<file path="src/rtl/cond_pkg.sv">
// Shared definitions for the conditional-execution stage.
//   cond_e   : the sixteen Instr[31:28] condition codes
//   FLG_*    : bit positions of N, Z, C, V inside the packed flag vector
//   COND_W / FLAG_W : field widths used by the stage and its sub-module
package cond_pkg;

  localparam int unsigned COND_W = 4;
  localparam int unsigned FLAG_W = 4;

  localparam int unsigned FLG_N = 3;
  localparam int unsigned FLG_Z = 2;
  localparam int unsigned FLG_C = 1;
  localparam int unsigned FLG_V = 0;

  typedef enum logic [COND_W-1:0] {
    COND_EQ = 4'h0,
    COND_NE = 4'h1,
    COND_CS = 4'h2,
    COND_CC = 4'h3,
    COND_MI = 4'h4,
    COND_PL = 4'h5,
    COND_VS = 4'h6,
    COND_VC = 4'h7,
    COND_HI = 4'h8,
    COND_LS = 4'h9,
    COND_GE = 4'hA,
    COND_LT = 4'hB,
    COND_GT = 4'hC,
    COND_LE = 4'hD,
    COND_AL = 4'hE,
    COND_NV = 4'hF
  } cond_e;

endpackage : cond_pkg

</file>
<file path="src/rtl/cond_check.sv">
// Combinational condition evaluator: decides whether an instruction with
// condition field cond_i executes against the flag vector flags_i.
//   cond_i  in  4  condition code (Instr[31:28])
//   flags_i in  4  {N,Z,C,V}
//   pass_o  out 1  1 = condition satisfied (combinational)
module cond_check
  import cond_pkg::*;
(
  input  logic [COND_W-1:0] cond_i,
  input  logic [FLAG_W-1:0] flags_i,
  output logic              pass_o
);

  logic n, z, c, v;

  assign n = flags_i[FLG_N];
  assign z = flags_i[FLG_Z];
  assign c = flags_i[FLG_C];
  assign v = flags_i[FLG_V];

  // Condition table; code F is treated as always, like AL.
  always_comb begin
    pass_o = 1'b1;
    case (cond_e'(cond_i))
      COND_EQ: pass_o = z;
      COND_NE: pass_o = ~z;
      COND_CS: pass_o = c;
      COND_CC: pass_o = ~c;
      COND_MI: pass_o = n;
      COND_PL: pass_o = ~n;
      COND_VS: pass_o = v;
      COND_VC: pass_o = ~v;
      COND_HI: pass_o = c & ~z;
      COND_LS: pass_o = ~c | z;
      COND_GE: pass_o = (n == v);
      COND_LT: pass_o = (n != v);
      COND_GT: pass_o = ~z & (n == v);
      COND_LE: pass_o = z | (n != v);
      COND_AL: pass_o = 1'b1;
      COND_NV: pass_o = 1'b1;
      default: pass_o = 1'b1;
    endcase
  end

endmodule : cond_check

</file>
<file path="src/rtl/cond_logic.sv">
// Conditional-execution stage behind the microprogrammed decoder.
// Holds NZCV, latches the condition result once per instruction in the
// decode cycle, gates the decoder enables into datapath strobes and counts
// executed vs squashed instructions.
//   clk, reset          clock / async active-low reset
//   Cond, ALUFlags      Instr[31:28], ALU {N,Z,C,V}
//   FlagW, PCS, NextPC, RegW, MemW, noRegW, IRWrite   decoder enables
//   clr_cnt             synchronous clear of both counters
//   PCWrite, RegWrite, MemWrite   gated strobes (combinational)
//   Flags, CondEx       architectural flags, latched condition (registered)
//   exec_cnt, squash_cnt          saturating instruction counters
module cond_logic
  import cond_pkg::*;
#(
  parameter int unsigned CNT_W = 32
) (
  input  logic              clk,
  input  logic              reset,
  input  logic [COND_W-1:0] Cond,
  input  logic [FLAG_W-1:0] ALUFlags,
  input  logic [1:0]        FlagW,
  input  logic              PCS,
  input  logic              NextPC,
  input  logic              RegW,
  input  logic              MemW,
  input  logic              noRegW,
  input  logic              IRWrite,
  input  logic              clr_cnt,
  output logic              PCWrite,
  output logic              RegWrite,
  output logic              MemWrite,
  output logic [FLAG_W-1:0] Flags,
  output logic              CondEx,
  output logic [CNT_W-1:0]  exec_cnt,
  output logic [CNT_W-1:0]  squash_cnt
);

  localparam logic [CNT_W-1:0] CNT_MAX = {CNT_W{1'b1}};

  logic              dec_q,     dec_d;
  logic              cond_ex_q, cond_ex_d;
  logic [FLAG_W-1:0] flags_q,   flags_d;
  logic [CNT_W-1:0]  exec_q,    exec_d;
  logic [CNT_W-1:0]  squash_q,  squash_d;
  logic              pass;

  // Evaluated against the registered flags only, never the live ALU flags.
  cond_check u_cond_check (
    .cond_i  (Cond),
    .flags_i (flags_q),
    .pass_o  (pass)
  );

  // Next-state: flag writes use the CondEx of the instruction in flight, so a
  // write coinciding with a decode is gated by the old result and the decode
  // sees the pre-update flags.
  always_comb begin
    dec_d     = IRWrite;
    cond_ex_d = cond_ex_q;
    flags_d   = flags_q;
    exec_d    = exec_q;
    squash_d  = squash_q;

    if (dec_q) begin
      cond_ex_d = pass;
    end

    if (FlagW[1] && cond_ex_q) begin
      flags_d[FLG_N] = ALUFlags[FLG_N];
      flags_d[FLG_Z] = ALUFlags[FLG_Z];
    end
    if (FlagW[0] && cond_ex_q) begin
      flags_d[FLG_C] = ALUFlags[FLG_C];
      flags_d[FLG_V] = ALUFlags[FLG_V];
    end

    // Clear wins over a same-cycle increment; counters stick at all-ones.
    if (clr_cnt) begin
      exec_d   = '0;
      squash_d = '0;
    end else if (dec_q) begin
      if (pass) begin
        if (exec_q != CNT_MAX) exec_d = exec_q + CNT_W'(1);
      end else begin
        if (squash_q != CNT_MAX) squash_d = squash_q + CNT_W'(1);
      end
    end
  end

  // State register.
  always_ff @(posedge clk or negedge reset) begin
    if (!reset) begin
      dec_q     <= 1'b0;
      cond_ex_q <= 1'b0;
      flags_q   <= '0;
      exec_q    <= '0;
      squash_q  <= '0;
    end else begin
      dec_q     <= dec_d;
      cond_ex_q <= cond_ex_d;
      flags_q   <= flags_d;
      exec_q    <= exec_d;
      squash_q  <= squash_d;
    end
  end

  // Strobes are forced low while reset is held, even if NextPC is asserted.
  always_comb begin
    PCWrite  = reset & (NextPC | (PCS & cond_ex_q));
    RegWrite = reset & RegW & cond_ex_q & ~noRegW;
    MemWrite = reset & MemW & cond_ex_q;
  end

  assign Flags      = flags_q;
  assign CondEx     = cond_ex_q;
  assign exec_cnt   = exec_q;
  assign squash_cnt = squash_q;

endmodule : cond_logic
</file>
<file path="config.mk">
export PLATFORM = sky130hd
export DESIGN_NAME = cond_logic
export DESIGN_NICKNAME = d
export VERILOG_FILES = /design/src/rtl/cond_pkg.sv /design/src/rtl/cond_check.sv /design/src/rtl/cond_logic.sv
export SDC_FILE = /design/constraint.sdc
export NUM_CORES = 1
export LEC_CHECK = 0
export ABC_AREA = 0
export CAP_MARGIN = 20
export CORE_ASPECT_RATIO = 0.6
export CORE_MARGIN = 4
export CORE_UTILIZATION = 55
export DETAILED_ROUTE_END_ITERATION = 12
export DONT_BUFFER_PORTS = 1
export PLACE_DENSITY = 0.7
export RECOVER_POWER = 50
export SYNTH_ARGS = -nofsm -noshare
export SYNTH_HDL_FRONTEND = slang
export SYNTH_SLANG_ARGS = --single-unit
</file>
<file path="constraint.sdc">
create_clock -name clk -period 7.6 [get_ports clk]
set_input_delay 1.52 -clock clk [delete_from_list [all_inputs] [get_ports clk]]
set_output_delay 1.52 -clock clk [all_outputs]
set_load 0.02 [all_outputs]
</file>
==> impl_metrics.json <==
{
  "status": "completed",
  "clockPowerShare_pct": 44.4,
  "pin_count": 91,
  "area_growth_pct": 8.54,
  "maxSlewHeadroom_pct": 35.6,
  "grt_pass1_wl_um": 16400,
  "drt_iter0_drc": 326,
  "grt_pass1_vias": 3241,
  "p_sw_mw": 0.263,
  "synth-seq-cells": 70,
  "worst_ep_required_time_ns": 7.82,
  "syn_avg_cell_area_um2": 8.99,
  "finalSetupViolCount": 0,
  "initial_core_util_pct": 57.8,
  "synth-main-ff-cell": "dfrtp_1",
  "ys_warn_count": 0,
  "yosysSeqAreaShare_pct": 44.6,
  "cap_viol_max_count": 0,
  "cts-buffers-inserted": 9,
  "internal-power_mw": 0.703,
  "clock_latency_ns": 0.34,
  "num_vias": 3427,
  "met1Wirelength_um": 4650,
  "fin_crit_sh_pct": 46.3,
  "final-hold-violation-count": 0,
  "hold_class": "reg -> reg",
  "p_leak_nw": 1.58,
  "syn_area_um2": 3930,
  "avgViaCountPerCell": 6.55,
  "peakVddDrop_v": 0.000132,
  "met3_length_um": 897,
  "finalCriticalPeriod_ns": 3.52,
  "crit_chain": "or4b_1 -> a211o_1 -> a31oi_4 -> o211ai_1 -> nor4_1 -> mux2_2",
  "ant_nets": 0,
  "cts-root-buf": "clkbuf_16",
  "core_um2": 6790,
  "fmax_ghz": 0.284,
  "overflow": 0,
  "drv_slew": 0,
  "criticalPathCategory": "in -> reg",
  "clockBufferDepth": 2,
  "drtPass1Iterations": 5,
  "die_area_um2": 8600,
  "remaining_drc_errors": 0,
  "synth_area_leaders": "dfrtp_1, a21oi_1, or3_1",
  "final_layout_size_suffix_gt1_share_pct": 8.26,
  "path_clk_slew_ns": 0.05,
  "fin_skew_ns": 0.00593,
  "cpPeakStageDelay_ns": 0.51,
  "worst_slew_pin_slew_ns": 0.962,
  "holdWs_ns": 0.675,
  "seqPwrFrac_pct": 45.2,
  "yosysTopAreaCell": "dfrtp_1",
  "antenna_found_initial": 0,
  "cts_sinks": 70,
  "wl_met2_um": 4370,
  "cp_max_fo": 15,
  "yosysUniqueCellTypes": 46,
  "comb_power_share_pct": 10.4,
  "rsz0062_at_grt": "false",
  "ctsHoldBuffers": 0,
  "synthCells": 437,
  "postSynth.asyncResetShare_pct": 100,
  "n_antenna_cell": 0,
  "cp.arrival_ns": 3.74,
  "top_layer": "met4",
  "synth_top_area_share_pct": 44.6,
  "portBuffers": 0,
  "pwr_density_cell_nw_per_um2": 227,
  "gp_congestion": 0.854,
  "cts_max_level": 3,
  "worst_setup_path_end_kind": "flip-flop",
  "fp.dieH_um": 73.5,
  "syn_nets": 458,
  "dp_hpwl_um": 6680,
  "cts_tree": "done",
  "wl_per_cell_um": 19.2,
  "post-cts-setup-buffers": 0,
  "cp-start-kind": "input port",
  "ctsResizeCount": 0,
  "synth-edff-count": 0,
  "final_nets": 452,
  "synth_most_common_cell": "dfrtp_1",
  "grt_max_degree": 74,
  "critPathSlowestCell": "or4b_1",
  "rows": 23,
  "sw_frac_of_total_pct": 27.2,
  "tns_ns": 0,
  "yosys-top-cells-count": "dfrtp_1, a21oi_1, o21ai_0, or3_1, nand3_1",
  "track_usage_pct": 24.6,
  "die_x_um": 117,
  "wl_um": 10000
}
-- cells in the final DEF (no fill, tap or decap), types with 9 or more instances in the layout --
master / count
clkbuf_16: 9
nor2_1: 28
nand4_1: 17
mux2_2: 10
nand3_1: 29
or4_1: 19
o21ai_0: 33
inv_1: 15
o31ai_1: 17
nand2_1: 24
a21oi_1: 52
or3_1: 32
dfrtp_1: 70
-- per-layer routing --
| metal | vias to the layer above | GRT usage (%) |
|---|---|---|
| met4 | 0 | 6.87 |
| met1 | 1659 | 33.2 |
| met3 | 12 | 10.5 |
| met2 | 119 | 36.5 |
| met5 | - | 0 |
| li1 | 1637 | - |
-- path summary, 6_finish.rpt --
kind	startpoint	to	slack (ns)	cells after the start
max reg2reg	squash_cnt[13]	squash_cnt[24]	4.41	7
min in group asynchronous	reset	Flags[2]	0.87	0
max in group asynchronous	reset	exec_cnt[7]	6.60	0
min reg2reg	squash_cnt[24]	squash_cnt[24]	0.68	2
min	squash_cnt[24]	squash_cnt[24]	0.68	2
max	Cond[2]	exec_cnt[14]	4.08	6
-- cell type report --
type / instances / area [um2]
tap: 87 / 109
clock buffer: 12 / 256
fill: 588 / 2530
sequential: 70 / 1750
multi-input combinational: 333 / 2030
clock inverter: 4 / 45.0
inverter: 15 / 56.3
timing repair buffer: 2 / 15.0
-- cell families (layout without fill, tap and decap cells) --
family	Yosys count	in the layout	synth area share, %
AOI/OAI and AO/OA	116	116	17.7
xor gates and xnor gates	9	9	2.01
adders and majority gates	2	2	0.637
buffers and inverters	34	33	3.73
DFF	70	70	44.6
muxes	13	13	3.63
and+or+nand+nor	193	193	27.7
-- critical path: cells and delay by family --
family,cells,cell delay (ns)
muxes,1,0.38
AOI/OAI and AO/OA,3,0.95
and+or+nand+nor,2,0.87
-- power by group through the flow --
stage / Sequential [mW] / Combinational [mW] / Clock [mW]
floorplan: 0.435 / 0.0924 / 0
global placement: 0.444 / 0.0947 / 0
detailed placement: 0.445 / 0.0984 / 0
CTS: 0.438 / 0.0997 / 0.434
global route: 0.442 / 0.111 / 0.455
finish: 0.437 / 0.100 / 0.429
-- sequential cells by signal, indices dropped and copies added (netlist names) --
name and cells:
CondEx 1, Flags 4, dec_q 1, exec_cnt 32, squash_cnt 32
-- through the flow --
step | std cells | utilization, % | power (mW) | setup slack [ns] | area, um2
2_1_floorplan | 437 | - | 0.527 | 4.01 | 3930
3_3_place_gp | 507 | 58.3 | 0.538 | 3.85 | 3960
3_5_place_dp | 507 | 58.3 | 0.544 | 3.77 | 3960
4_1_cts | 523 | 62.8 | 0.972 | 4.11 | 4260
5_1_grt | 523 | 62.8 | 1.01 | 3.85 | 4260
6_report | 523 | 62.8 | 0.966 | 4.08 | 4260
Power figures use the tool's default switching activity.
